File: config.mk
export PLATFORM = sky130hd
export DESIGN_NAME = raiz_param
export DESIGN_NICKNAME = d
export VERILOG_FILES = /design/src/rtl/raiz_pkg.sv /design/src/rtl/raiz_step.sv /design/src/rtl/raiz_param.sv
export SDC_FILE = /design/constraint.sdc
export NUM_CORES = 1
export LEC_CHECK = 0
export ABC_AREA = 0
export ABC_CLOCK_PERIOD_IN_PS = 5300
export CORE_MARGIN = 2
export CORE_UTILIZATION = 40
export CTS_CLUSTER_DIAMETER = 30
export DETAILED_ROUTE_END_ITERATION = 10
export GPL_ROUTABILITY_DRIVEN = 0
export GPL_TIMING_DRIVEN = 0
export PLACE_DENSITY_LB_ADDON = 0.15
export SLEW_MARGIN = 40
export SYNTH_ARGS = -nofsm -noshare
export SYNTH_HDL_FRONTEND = slang
export SYNTH_SLANG_ARGS = --single-unit
File: constraint.sdc
create_clock -name clk -period 5.3 [get_ports clk]
set_input_delay 1.59 -clock clk [delete_from_list [all_inputs] [get_ports clk]]
set_output_delay 1.59 -clock clk [all_outputs]
set_load 0.05 [all_outputs]
File: src/rtl/raiz_pkg.sv
// Shared types and helpers for the raiz square-root datapath.
package raiz_pkg;

    typedef enum logic [1:0] {
        S_IDLE = 2'b00,
        S_ITER = 2'b01,
        S_DONE = 2'b10
    } state_t;

    function automatic int unsigned clog2(input int unsigned v);
        int unsigned bits;
        int unsigned span;
        bits = 0;
        span = 1;
        while (span < v) begin
            span = span << 1;
            bits++;
        end
        return bits;
    endfunction

endpackage

File: src/rtl/raiz_step.sv
// One restoring square-root iteration: trial subtract of {q,01} from the
// shifted remainder, keep or restore, and append one root bit.
module raiz_step #(
    parameter int unsigned N = 8
) (
    input  logic [N:0]   r,
    input  logic [N-1:0] q,
    input  logic [1:0]   pair,
    output logic [N:0]   r_nxt,
    output logic [N-1:0] q_nxt
);

    logic [N+1:0] t;

    // r[N] is only ever set by the final step, so it never feeds a trial.
    logic unused_r_msb;
    assign unused_r_msb = r[N];

    // On a restore r <= q < 2**(N-1), so dropping r[N-1] loses nothing.
    always_comb begin
        t = {r[N-1:0], pair} - {q, 2'b01};
        if (!t[N+1]) begin
            r_nxt = t[N:0];
            q_nxt = {q[N-2:0], 1'b1};
        end else begin
            r_nxt = {1'b0, r[N-2:0], pair};
            q_nxt = {q[N-2:0], 1'b0};
        end
    end

endmodule

File: src/rtl/raiz_param.sv
// Parametrised integer square root: floor(sqrt(R)) and R - root^2,
// one root bit per clock, with an init/done 4-phase handshake.
module raiz_param
    import raiz_pkg::*;
#(
    parameter int unsigned WIDTH = 16
) (
    input  logic                 clk,
    input  logic                 rst,
    input  logic                 in_init,
    input  logic [WIDTH-1:0]     in_RADICAND,
    output logic [WIDTH/2-1:0]   out_ROOT,
    output logic [WIDTH/2:0]     out_REM,
    output logic                 out_BUSY,
    output logic                 out_DONE
);

    localparam int unsigned N  = WIDTH / 2;
    localparam int unsigned CW = clog2(N);

    state_t         state, state_nxt;
    logic [WIDTH-1:0] x;
    logic [N-1:0]   q, q_nxt;
    logic [N:0]     r, r_nxt;
    logic [CW-1:0]  cnt;
    logic           last;

    raiz_step #(.N(N)) u_step (
        .r     (r),
        .q     (q),
        .pair  (x[WIDTH-1:WIDTH-2]),
        .r_nxt (r_nxt),
        .q_nxt (q_nxt)
    );

    assign last     = (state == S_ITER) && (cnt == CW'(N - 1));
    assign out_BUSY = (state == S_ITER);
    assign out_DONE = (state == S_DONE);

    always_ff @(posedge clk) begin
        if (rst) state <= S_IDLE;
        else     state <= state_nxt;
    end

    always_comb begin
        state_nxt = S_IDLE;
        case (state)
            S_IDLE:  state_nxt = in_init ? S_ITER : S_IDLE;
            S_ITER:  state_nxt = last ? S_DONE : S_ITER;
            S_DONE:  state_nxt = in_init ? S_DONE : S_IDLE;
            default: state_nxt = S_IDLE;
        endcase
    end

    always_ff @(posedge clk) begin
        if (rst) begin
            x        <= '0;
            q        <= '0;
            r        <= '0;
            cnt      <= '0;
            out_ROOT <= '0;
            out_REM  <= '0;
        end else begin
            if (state == S_IDLE && in_init) begin
                x   <= in_RADICAND;
                q   <= '0;
                r   <= '0;
                cnt <= '0;
            end else if (state == S_ITER) begin
                x <= {x[WIDTH-3:0], 2'b00};
                q <= q_nxt;
                r <= r_nxt;
                // Counter parks at N-1; the next accept reloads it.
                if (last) begin
                    out_ROOT <= q_nxt;
                    out_REM  <= r_nxt;
                end else begin
                    cnt <= cnt + 1'b1;
                end
            end
        end
    end

endmodule

Word-level counts from Yosys, hierarchy flattened
Cells that the tools add are included.
{ "word_totals": {"regBits": 54, "latch_bits": 0, "ram_bits": 0, "rom_bits": 0, "input_bits": 19, "output_inout_bits": 19, "word_cells": 29, "mem_count": 0} }
{ "classes": {"addsub": 2, "mul": 0, "div": 0, "magnitude_cmp": 0, "eq_ne": 3, "shift": 0, "mux": 8, "n_bitwise": 2, "reduce_logical": 7} }
{ "op_table": {"columns": ["cell", "n"], "rows": [
  ["$mux W16", 2],
  ["$sub A10 B10 Y10", 1],
  ["$mux W9", 1],
  ["$pmux W2 S3", 1],
  ["$mux W2", 2],
  ["$add A3 B1 Y3 const B", 1],
  ["$eq A3 B3 Y1 const B", 1],
  ["$reduce_and A3 Y1", 1],
  ["$eq A2 B1 Y1 const B", 1],
  ["$eq A2 B2 Y1 const B", 1],
  ["$logic_and A1 B1 Y1", 2],
  ["$logic_not A2 Y1", 1],
  ["$mux W1", 2],
  ["$not A1 Y1", 2],
  ["$reduce_and A2 Y1", 1],
  ["$reduce_bool A2 Y1", 1],
  ["$reduce_or A2 Y1", 1]
]} }

Depth between registers and ports, before layout
Gate-level depths: netlist (run 1).
{ "depth": {"word_depth": 4, "mapped_depth": 8, "mapped_depth_nobuf": 8} }

Modules after synthesis
Synthesis (run 1) repeated with hierarchy kept, for this count alone.
{ "unflattened": {"cells_unflattened": 326, "hier_area_um2": 2768.9} }
{ "modules_own_cells": {"columns": ["module", "n_inst", "cells_per_inst", "area_each_um2", "seq_area_each_um2"], "rows": [
  ["raiz_param", 1, 246, 2139.6, 1101.1],
  ["raiz_step", 1, 80, 629.4, 0.0]
]} }

Least setup slack after synthesis (run 1)
Ideal clock, no wire load.
{ "synth_timing": {"path_type": "register to output", "startpoint": "register state[1]", "endpoint": "output port out_BUSY", "t_arrival_ps": 1577, "required_time_ps": 3710, "path_slack_ps": 2133, "path_stages_with_launch": 6, "path_buffers": 3, "cell_sequence": "dfxtp_1 -> nand2b_1 -> buf_2 -> inv_1 -> clkbuf_1 -> clkbuf_1"} }
{ "synth_between": {"elab_chain_cells": 1} }
{ "synth_lines": {"columns": ["element", "line", "text"], "rows": [
  ["from (decl)", "raiz_param.sv:21", "state_t state, state_nxt;"],
  ["from (signal assigned)", "raiz_param.sv:42", "else state <= state_nxt;"],
  ["$eq A2 B1 Y1", "raiz_param.sv:37", "assign out_BUSY = (state == S_ITER);"],
  ["to (decl)", "raiz_param.sv:14", "output logic out_BUSY,"]
]} }
No other way between the ends.

Worst setup path after layout (run 1)
Same ends and word-level chain as after synthesis.

==> flow_summary.json, run 1 <==
{
  "crit_arrival_ns": 2.85,
  "diodes": 0,
  "cp-start-kind": "flop",
  "cts_buffers": 5,
  "yosysUniqueCellTypes": 41,
  "dr.pass1.iters": 4,
  "drtIter0Drc": 83,
  "cts.sinks": 54,
  "clockBufferDepth": 2,
  "num-fill-cells": 589,
  "die_h_microns": 82.7,
  "initial_core_util_pct": 41.6,
  "avgSynthCellArea_sq_um": 8.48,
  "synthCells": 292,
  "synth_nets": 321,
  "status": "finished clean",
  "cts_max_level": 2,
  "min_period_over_period_pct": 83.7,
  "dp_hpwl_microns": 4340,
  "slew_headroom_pct": 52.5,
  "p_leak_nw": 1.07,
  "postLayoutCoreUtil_pct": 50.9,
  "grt_antenna_before_repair": 0,
  "rsz0062_at_grt": "no",
  "ys_ff_latch": 54,
  "maxSlewViolCount": 0,
  "wl_per_cell_microns": 14.2,
  "maxCapViolations": 0,
  "worstMarginPinSlew_ns": 0.707,
  "hold_viol": 0,
  "clkLatencyLatePin_ns": 0.30,
  "cts_root_buffer": "clkbuf_8",
  "drive_above_1_share_pct": 4.15,
  "cts_resized": 0,
  "routed_wl_microns": 5860,
  "crit_type": "flop to output port",
  "clk_pin_slew_ns": 0.09,
  "port_buffers": 37,
  "row_count": 28,
  "async_flop_share_pct": 0,
  "cts_tree": "done",
  "die_area_sq_um": 6840,
  "min_path_type": "flop to flop",
  "yosys_warnings": 0,
  "required_ns": 3.71,
  "fin_setup_tns_ns": 0,
  "synth_ff_type": "dfxtp_1",
  "critPathMaxFanout": 10,
  "ys_seq_area_share_pct": 43.6,
  "fin_worst_skew_ns": 0.00501,
  "drc": 0,
  "pwr_density_cell_nw_per_um2": 291,
  "grt_pass1_wl_microns": 9780,
  "grt_max_degree": 16,
  "max_freq_mhz": 225,
  "cts_hold_buf": 0,
  "setup-violations-final": 0,
  "synth_enable_flop_cells": 0,
  "vias_per_cell": 5.31,
  "synth_area_sq_um": 2480,
  "first_global_vias": 2014,
  "vias": 2189,
  "die_w_microns": 82.7,
  "postCtsSetupBuffers": 0,
  "worst_ir_drop_vdd_uv": 153,
  "end_kind": "output port",
  "period_minus_slack_ns": 4.44,
  "fin_nets": 365,
  "areaGrowthSynthToFinish_pct": 22.4,
  "grt_overflow": 0,
  "ant_nets": 0,
  "core_region_area_sq_um": 5960,
  "ioPinCount": 38,
  "track_usage_pct": 18.9
}
## power breakdown
group          leakage (nW)  switching (W)  internal (W)
sequential            0.439      0.0000106      0.000421
clock                0.0482       0.000130      0.000106
combinational         0.588       0.000126     0.0000889
total                  1.07       0.000266      0.000616
## cell usage in the layout (no fill, tap or decap), types with 2 or more instances in the layout
cell type / netlist / layout
a21oi_1: 46 / 46
nand2_1: 53 / 53
xor2_1: 3 / 3
mux2i_1: 5 / 5
o31ai_1: 2 / 2
xnor2_1: 7 / 7
ha_1: 10 / 10
nor3_1: 2 / 2
nand2b_1: 3 / 3
nor2_1: 14 / 14
nor2b_1: 2 / 2
nand3_1: 3 / 3
nor4_1: 3 / 3
clkbuf_8: 0 / 6
a32oi_1: 2 / 2
and3_1: 3 / 3
inv_1: 11 / 11
a22oi_1: 14 / 14
clkbuf_1: 16 / 17
dfxtp_1: 54 / 54
o21a_1: 3 / 3
nand4_1: 2 / 2
clkdlybuf4s50_1: 0 / 37
o21ai_0: 14 / 14
a211oi_1: 2 / 2
## stage by stage
stage	setup slack [ns]	power, W	hold WS, ns	cells	instance area (sq um)
after global routing	0.695	0.000930	0.473	412	3030
after global placement	1.26	0.000654	0.445	404	2940
after detailed placement	1.22	0.000656	0.448	404	2940
after floorplan	2.13	0.000598	0.437	292	2480
final	0.864	0.000882	0.456	412	3030
after CTS	0.873	0.000894	0.461	412	3030
## logic make-up after synthesis
logic type               synth area share [%]
buffers and inverters                    4.29
adder cells (fa/ha/maj)                  5.05
XOR/XNOR                                 5.56
flip-flops                               43.6
AND/OR/NAND/NOR                          16.7
multiplexers                             2.02
AO/OA/AOI/OAI                            22.8
## metal layers
metal / vias up / track usage [%] / routed length [microns]
met2: 48 / 29.5 / 2700
met1: 1026 / 26.6 / 2860
li1: 1108 / - / -
met3: 7 / 2.93 / 229
met5: - / 0 / 0
met4: 0 / 6.07 / 70
## final cells by class
| cell class | instances | area, sq um | share of cell area [%] |
|---|---|---|---|
| multi-input cells | 210 | 1290 | 42.5 |
| flip-flops and latches | 54 | 1080 | 35.6 |
| repair buffers | 37 | 370 | 12.2 |
| clock inverters | 1 | 5.00 | 0.165 |
| plain buffers | 17 | 65.1 | 2.15 |
| clock buffers | 7 | 86.3 | 2.85 |
| inverters | 11 | 41.3 | 1.36 |
| well taps | 75 | 93.8 | 3.09 |
## state kept, by name, summed over array words and instances (netlist names)
| name | cells |
|---|---|
| x | 16 |
| out_REM | 9 |
| out_ROOT | 8 |
| q | 8 |
| r | 8 |
| cnt | 3 |
| state | 2 |
## synth_stat cells (all sizes together) (3+ instances only)
cell / instances / share of area [%]
nand3: 3 / 0.61
nor2: 14 / 2.1
nand2b: 3 / 0.76
o21a: 3 / 0.91
o21ai: 15 / 3.2
mux2i: 5 / 2.0
clkbuf: 16 / 2.4
a22oi: 14 / 4.2
xor2: 4 / 2.2
and3: 3 / 0.76
xnor2: 7 / 2.5
dfxtp: 54 / 44
nand2: 53 / 8.0
nor4: 4 / 1.3
ha: 10 / 5.1
a21oi: 46 / 9.3
inv: 11 / 1.7
## final timing paths
| kind | slack, ns | cells after the start | from | endpoint |
|---|---|---|---|---|
| worst max-delay path | 0.86 | 6 | state[1]$_SDFF_PP0_ | out_BUSY |
| worst min-delay path | 0.46 | 2 | out_ROOT[2]$_SDFFE_PP0P_ | out_ROOT[2]$_SDFFE_PP0P_ |
| worst max register to register | 2.60 | 8 | q[4]$_SDFFE_PP0P_ | r[1]$_SDFFE_PP0P_ |
| worst min register to register | 0.46 | 2 | out_ROOT[2]$_SDFFE_PP0P_ | out_ROOT[2]$_SDFFE_PP0P_ |
## worst max-delay path, cell delays in order (launching register included)
cell             delay, ns
dfxtp_1               0.33
nand2b_1              0.13
buf_2                 0.17
inv_1                 0.13
clkbuf_1              0.37
clkbuf_1              0.51
clkdlybuf4s50_1       0.91
Power figures use the tool's default switching activity.
==> run 2, diff against run 1 <==
--- a/config.mk
+++ b/config.mk
@@ -6,7 +6,7 @@
 export NUM_CORES = 1
 export LEC_CHECK = 0
 export ABC_AREA = 0
-export ABC_CLOCK_PERIOD_IN_PS = 5300
+export ABC_CLOCK_PERIOD_IN_PS = 4000
 export CORE_MARGIN = 2
 export CORE_UTILIZATION = 40
 export CTS_CLUSTER_DIAMETER = 30
==> constraint.sdc (replaced) <==
create_clock -name clk -period 4 [get_ports clk]
set_input_delay 1.2 -clock clk [delete_from_list [all_inputs] [get_ports clk]]
set_output_delay 1.2 -clock clk [all_outputs]
set_load 0.05 [all_outputs]
==> run 2 against run 1 <==
Effect of this change: sequential power increased by 33%; power grew 32%; cell area about the same; sequential share of layout area barely moved; non-clock buffer count unchanged; core utilization about the same; critical path depth did not move; first-iteration DRC count unchanged; clock-buffer cell count is the same.
==> flow_summary.json, run 2 (synthesized netlist as in run 1, its figures left out) <==
{
  "status": "finished clean",
  "fin_nets": 365,
  "clockBufferDepth": 2,
  "maxCapViolations": 0,
  "critPathMaxFanout": 10,
  "fin_worst_skew_ns": 0.00506,
  "cts_buffers": 5,
  "r2r_slack_ns": 1.29,
  "dr.pass1.iters": 4,
  "areaGrowthSynthToFinish_pct": 22.4,
  "final_cells": 412,
  "largestRegisters": "x (16), out_REM (9)",
  "slew_headroom_pct": 51.3,
  "cts.sinks": 54,
  "track_usage_pct": 18.9,
  "cts_hold_buf": 0,
  "pwr_density_cell_nw_per_um2": 385,
  "crit_type": "flop to output port",
  "min_period_over_period_pct": 93.2,
  "power.total_w": 0.00117,
  "worstMarginPinSlew_ns": 0.725,
  "first_global_vias": 2014,
  "grt_antenna_before_repair": 0,
  "dpl-instance-area_sq_um": 2940,
  "core_region_area_sq_um": 5960,
  "path_buf_inv": 5,
  "clk_pin_slew_ns": 0.09,
  "num-fill-cells": 590,
  "grt_overflow": 0,
  "die_h_microns": 82.7,
  "cpLargestDelayFamily": "buffers and inverters",
  "mostFrequentLayoutCells": "dfxtp_1, nand2_1, a21oi_1",
  "ioPinCount": 38,
  "grt_max_degree": 16,
  "wl_per_cell_microns": 14.2,
  "critical_path.max_stage_delay_ns": 0.60,
  "routed_wl_microns": 5860,
  "cpMostUsedCell": "clkbuf_1",
  "cts_resized": 1,
  "end_kind": "output port",
  "row_count": 28,
  "holdWs_ns": 0.456,
  "cts_root_buffer": "clkbuf_8",
  "max_freq_mhz": 268,
  "period_minus_slack_ns": 3.73,
  "crit_chain": "nand2b_1, buf_2, inv_1, clkbuf_1, clkbuf_1, dlygate4sd2_1",
  "die_area_sq_um": 6840,
  "dpl.cell_count": 404,
  "hold_viol": 0,
  "largest_reg_flops": 16,
  "slowest_stage": "dlygate4sd2_1",
  "min_path_type": "flop to flop",
  "finalInstanceArea_sq_um": 3030,
  "die_w_microns": 82.7,
  "largest_register": "x",
  "port_buffers": 37,
  "cts_tree": "done",
  "drc": 0,
  "diodes": 0,
  "cts_max_level": 2,
  "dp_hpwl_microns": 4340,
  "crit_arrival_ns": 2.53,
  "cp-start-kind": "flop",
  "grt_pass1_wl_microns": 9780,
  "vias_per_cell": 5.31,
  "worst_ir_drop_vdd_uv": 203,
  "drtIter0Drc": 83,
  "postCtsSetupBuffers": 0,
  "setup-violations-final": 0,
  "vias": 2187,
  "layout_commonest_cell": "dfxtp_1",
  "clkLatencyLatePin_ns": 0.30,
  "initial_core_util_pct": 41.6,
  "rsz0062_at_grt": "no",
  "ant_nets": 0,
  "fin_setup_tns_ns": 0,
  "p_leak_nw": 1.08,
  "maxSlewViolCount": 0,
  "required_ns": 2.80,
  "drive_above_1_share_pct": 4.15
}
run 2: changes by cell type in the layout (fill, tap and decap cells not counted), sizes merged:
cell,delta
clkdlybuf4s50,-1
dlygate4sd2,+1
run 2: per-layer routing:
layer	part of all wire (%)	GRT usage (%)
met1	49	26.6
met2	46	29.5
met3	3.7	2.93
met4	1.2	6.07
met5	0	0
run 2: cell type report:
type | instances | area (sq um) | area share (%)
sequential | 54 | 1080 | 35.7
multi-input combinational | 210 | 1290 | 42.6
timing repair buffer | 37 | 369 | 12.2
clock inverter | 1 | 5.00 | 0.165
tap | 75 | 93.8 | 3.10
clock buffer | 7 | 86.3 | 2.85
inverter | 11 | 41.3 | 1.36
buffer | 17 | 65.1 | 2.15
run 2: final timing paths:
check / start / to / cells past startpoint
min: out_ROOT[2]$_SDFFE_PP0P_ / out_ROOT[2]$_SDFFE_PP0P_ / 2
max: state[1]$_SDFF_PP0_ / out_BUSY / 6
min reg2reg: out_ROOT[2]$_SDFFE_PP0P_ / out_ROOT[2]$_SDFFE_PP0P_ / 2
max reg2reg: q[4]$_SDFFE_PP0P_ / r[1]$_SDFFE_PP0P_ / 8
run 2: power breakdown:
group / total (W) / internal, W / switching (W)
sequential: 0.000572 / 0.000558 / 0.0000140
combinational: 0.000285 / 0.000117 / 0.000167
clock: 0.000312 / 0.000140 / 0.000172
run 2: per-stage QoR:
step           setup WS [ns]  util [%]
2_1_floorplan           1.22         -
3_3_place_gp           0.350      49.4
3_5_place_dp           0.313      49.4
4_1_cts                0.283      50.9
5_1_grt                0.111      50.9
6_report               0.270      50.9
run 2: worst min-delay path, delay by kind of cell, from the launching register on:
kind             cells  cell delay, ns
AND/OR/NAND/NOR      1            0.05
flip-flops           1            0.32
AO/OA/AOI/OAI        1            0.05
==> variant 1 (config.mk and constraints of run 2) <==
Put a register stage on the outputs `out_BUSY` and `out_DONE`. The values now appear one clock later. The other outputs are not delayed to match.
--- a/src/rtl/raiz_param.sv
+++ b/src/rtl/raiz_param.sv
@@ -35,6 +35,8 @@
 
     assign last     = (state == S_ITER) && (cnt == CW'(N - 1));
-    assign out_BUSY = (state == S_ITER);
-    assign out_DONE = (state == S_DONE);
+    always_ff @(posedge clk) begin
+        out_BUSY <= (state == S_ITER);
+        out_DONE <= (state == S_DONE);
+    end
 
     always_ff @(posedge clk) begin
Formal check against the unedited RTL: not equivalent (Yosys sat finds a counterexample within 4 cycles, from zero or initial values and one cycle with rst high).
==> variant 1 against run 2 <==
Setup slack improved by 770 ps; design area rose by 2.4%; power rose by 8.5%; sequential cell count rose by 2; wire length fell by 0.96%; core utilization rose by 0.89 points; count of clock-buffer cells in the layout fell by 1; area after synthesis rose by 1.6%; largest cell class unchanged; highest routed layer unchanged.
==> variant 1: results (changes against run 2) <==
DR_WL_MET3_UM=182  # was 216 um
STATUS='finished clean'  # unchanged
DRIVE_GT1_SHARE_PCT=4.425  # was 4.154%
DP_CELLS=406  # was 404
CLOCK-SKEW-FINAL_PS=9.266  # was 5.065 ps
GRT_PASS1_WL_UM=9880  # was 9784 um
CELLS_TAKING_THE_MOST_AREA_AFTER_SYNTHESIS='dfxtp_1 45%, a21oi_1 9.1%, nand2_1 7.9%'  # was dfxtp_1 44%, a21oi_1 9.3%, nand2_1 8.0%
POST-PLACE-WS_PS=708.0  # was 312.6 ps
WORSTPATHARRIVAL_PS=3210  # was 2530 ps
ROUTE.FINAL.WIRE_LENGTH_UM=5801  # was 5857 um
PEAKVDDDROP_V=0.0002179  # was 0.0002028 V
GRT.TOTAL_USAGE_PCT=17.28  # was 18.87%
NUMCLOCKSINKS=56  # was 54
DPL-INSTANCE-AREA_SQ_MM=0.002982  # was 0.002942 sq mm
POSTCTSRESIZEDCELLS=0  # was 1
CTS_CLK_PIN_SLEW_WORST_PATHS_PS=110  # was 90 ps
ROUTED-WL-MET2_UM=2684  # was 2685 um
INTERNAL_POWER_uW=901.5  # was 815.0 uW
SYNTH-SEQ-AREA-SHARE_PCT=44.53  # was 43.64%
YOSYS-TOP-CELLS-COUNT='56 x dfxtp_1, 53 x nand2_1, 46 x a21oi_1, 16 x clkbuf_1'  # was 54 x dfxtp_1, 53 x nand2_1, 46 x a21oi_1, 16 x clkbuf_1
DETAIL_ROUTE.WIRELENGTH.MET1_UM=2867  # was 2884 um
SYNTH_COMPOUND_AREA_SHARE_PCT=22.42  # was 22.78%
GRT_MAX_DEGREE=18  # was 16
GRT_UTIL_MET2_PCT=27.86  # was 29.52%
VIA_COUNT=2213  # was 2187
FINAL_NET_COUNT=367  # was 365
AREA.SHARE.SEQUENTIAL_PCT=36.13  # was 35.66%
YOSYS.AREA_SHARE.XOR_XNOR_PCT=5.467  # was 5.556%
POST_DRT_VIA_CELL_RATIO=5.345  # was 5.308
FIRST_ITER_VIOLATIONS=82  # was 83
COMB_POWER_SHARE_PCT=22.4  # was 24.4%
SYNTHADDERAREAFRAC_PCT=4.970  # was 5.051%
POWER_DENSITY_mW_PER_MM2=408.6  # was 385.4 mW/mm^2
## variant 1: cell types whose count changed in the layout (fill, tap and decap cells not counted), sizes merged
cell / change
dfxtp: +2
bufinv: +1
clkbuf: -1
clkdlybuf4s50: +1
dlygate4sd2: -1
## variant 1: worst paths after layout
kind / slack, ps / start / cells past startpoint / to
setup / recovery: 1040 / in_init / 6 / x[13]$_SDFFE_PP0P_
hold / removal: 460 / out_ROOT[4]$_SDFFE_PP0P_ / 2 / out_ROOT[4]$_SDFFE_PP0P_
setup reg to reg: 1370 / q[4]$_SDFFE_PP0P_ / 8 / r[1]$_SDFFE_PP0P_
hold reg to reg: 460 / out_ROOT[4]$_SDFFE_PP0P_ / 2 / out_ROOT[4]$_SDFFE_PP0P_
## variant 1: worst max-delay path, cell delays in order
cell and delay (ps):
clkdlybuf4s50_1 480, nor3b_1 380, clkbuf_1 410, clkbuf_1 440, a22oi_1 140, a21oi_1 150
==> variant 2 (settings of run 2) <==
Made on the original files. The parameter `WIDTH` goes from 16 to 32.
--- a/src/rtl/raiz_param.sv
+++ b/src/rtl/raiz_param.sv
@@ -4,5 +4,5 @@
     import raiz_pkg::*;
 #(
-    parameter int unsigned WIDTH = 16
+    parameter int unsigned WIDTH = 32
 ) (
     input  logic                 clk,
Interface: changed (resized in_RADICAND, out_REM and out_ROOT); port bits go from 38 to 70. The function was not compared with the original's and may differ.
==> variant 2 against run 2 <==
Wire length is 110% higher; largest power group unchanged; design area is 97% higher; critical path type unchanged; sequential share of layout area is 1.1 points lower; area after synthesis is 96% higher; highest routed layer unchanged; sequential cell count is 49 higher; power is 120% higher; setup slack better by 52 ps; count of clock-buffer cells in the layout is 6 higher.
==> variant 2: results (changes against run 2) <==
STATUS='finished clean'  # unchanged
FINAL_NET_COUNT=723  # was 365
LAYOUT_TOP_REGISTERS='x (32), out_REM (17)'  # was x (16), out_REM (9)
CRITICAL_PATH.REG2REG.STARTPOINT='q[2]$_SDFFE_PP0P_'  # was q[4]$_SDFFE_PP0P_
CELLS_TAKING_THE_MOST_AREA_AFTER_SYNTHESIS='dfxtp_1 43%, a21oi_1 11%, nand2_1 8.7%'  # was dfxtp_1 44%, a21oi_1 9.3%, nand2_1 8.0%
HOLD_PATH.STARTPOINT='out_ROOT[13]$_SDFFE_PP0P_'  # was out_ROOT[2]$_SDFFE_PP0P_
CTS-ROOT-BUF='clkbuf_16'  # was clkbuf_8
VIA_COUNT=4440  # was 2187
PLACEMENT.IO_BUFFERS=68  # was 37
LEAKAGE_POWER_TOTAL_nW=2.064  # was 1.078 nW
INSERTION_DELAY_PS=360  # was 300 ps
WORST_SLEW_PIN_SLEW_PS=580.4  # was 724.8 ps
GRT.TOTAL_USAGE_PCT=20.12  # was 18.87%
YOSYS-TOP-CELLS-COUNT='112 x nand2_1, 103 x a21oi_1, 103 x dfxtp_1, 35 x clkbuf_1, 35 x nor2_1'  # was 54 x dfxtp_1, 53 x nand2_1, 46 x a21oi_1, 16 x clkbuf_1
H_TREE_LEVELS=3  # was 2
POST_SYNTH_NUM_CELL_TYPES=50  # was 41
STDCELL_COUNT=823  # was 412
DPL-INSTANCE-AREA_SQ_MM=0.005708  # was 0.002942 sq mm
DRIVE_GT1_SHARE_PCT=4.290  # was 4.154%
CTS_CLK_PIN_SLEW_WORST_PATHS_PS=70  # was 90 ps
SYN_AREA_PER_CELL_SQ_UM=8.181  # was 8.484 sq um
DP_CELLS=807  # was 404
PEAKVDDDROP_V=0.0002323  # was 0.0002028 V
ROUTING_USAGE_ON_MET3_PCT=5.048  # was 2.935%
TRITONCTS.NUM_BUFFERS=9  # was 5
WARNINGS_SYNTHESIS=0  # unchanged
GRT_PASS1_WL_UM=20510  # was 9784 um
SYNTH-SEQ-AREA-SHARE_PCT=42.57  # was 43.64%
FILLCELLCOUNT=1135  # was 590
FIRST_ITER_VIOLATIONS=193  # was 83
GRT_UTIL_MET2_PCT=30.16  # was 29.52%
PLACED_WIRE_LENGTH_ESTIMATE_UM=9393  # was 4339 um
AVGROUTEDWIREPERCELL_UM=15.19  # was 14.22 um
POSTCTSRESIZEDCELLS=0  # was 1
MET1_GLOBAL_ROUTE_USAGE_PCT=27.06  # was 26.63%
## variant 2: through the flow
step	hold slack, ps	setup WS, ps
floorplan	436.8	1477
global placement	442.7	726.8
CTS	457.0	310.7
finish	455.6	321.5
detailed placement	449.0	703.4
global route	471.2	207.7
## variant 2: where the power goes
part	total [mW]	switching, mW	internal [mW]
Clock	0.817	0.393	0.424
Sequential	1.09	0.0286	1.06
Combinational	0.681	0.384	0.298
## variant 2: cell families (layout without fill, tap and decap cells)
kind of cell	Yosys count	count (layout)	share of synthesized area, %
mux	15	15	3.126
compound gates	196	196	25.55
buf+inv	62	146	5.477
simple gates	183	183	15.99
flops	103	103	42.57
fa+ha+maj	17	17	4.392
xor+xnor	16	16	2.893
## variant 2: worst paths after layout
check | to | slack [ps]
min reg2reg | out_ROOT[13]$_SDFFE_PP0P_ | 460
min | out_ROOT[13]$_SDFFE_PP0P_ | 460
max | out_BUSY | 320
max reg2reg | r[15]$_SDFFE_PP0P_ | 1070
## variant 2: cell type report
cell class,instances,share of cell area [%]
Buffer,41,3.124
Clock buffer,13,4.026
Clock inverter,3,0.3145
Inverter,21,1.321
Multi-Input combinational cell,427,42.17
Sequential cell,103,34.56
Tap cell,147,3.082
Timing Repair Buffer,68,11.41
## variant 2: critical path, stage by stage (launching register included)
cell and delay [ps]:
dfxtp_1 320, nand2b_1 130, clkbuf_1 170, inv_2 200, clkbuf_1 410, clkdlybuf4s50_1 900
## variant 2: per-layer routing
metal	wire length, um	up-vias	share of wire (%)
met4	290	0	2.3
met1	5952	2073	48
met5	0	-	0
met2	5525	119	44
met3	734	20	5.9
li1	-	2228	-
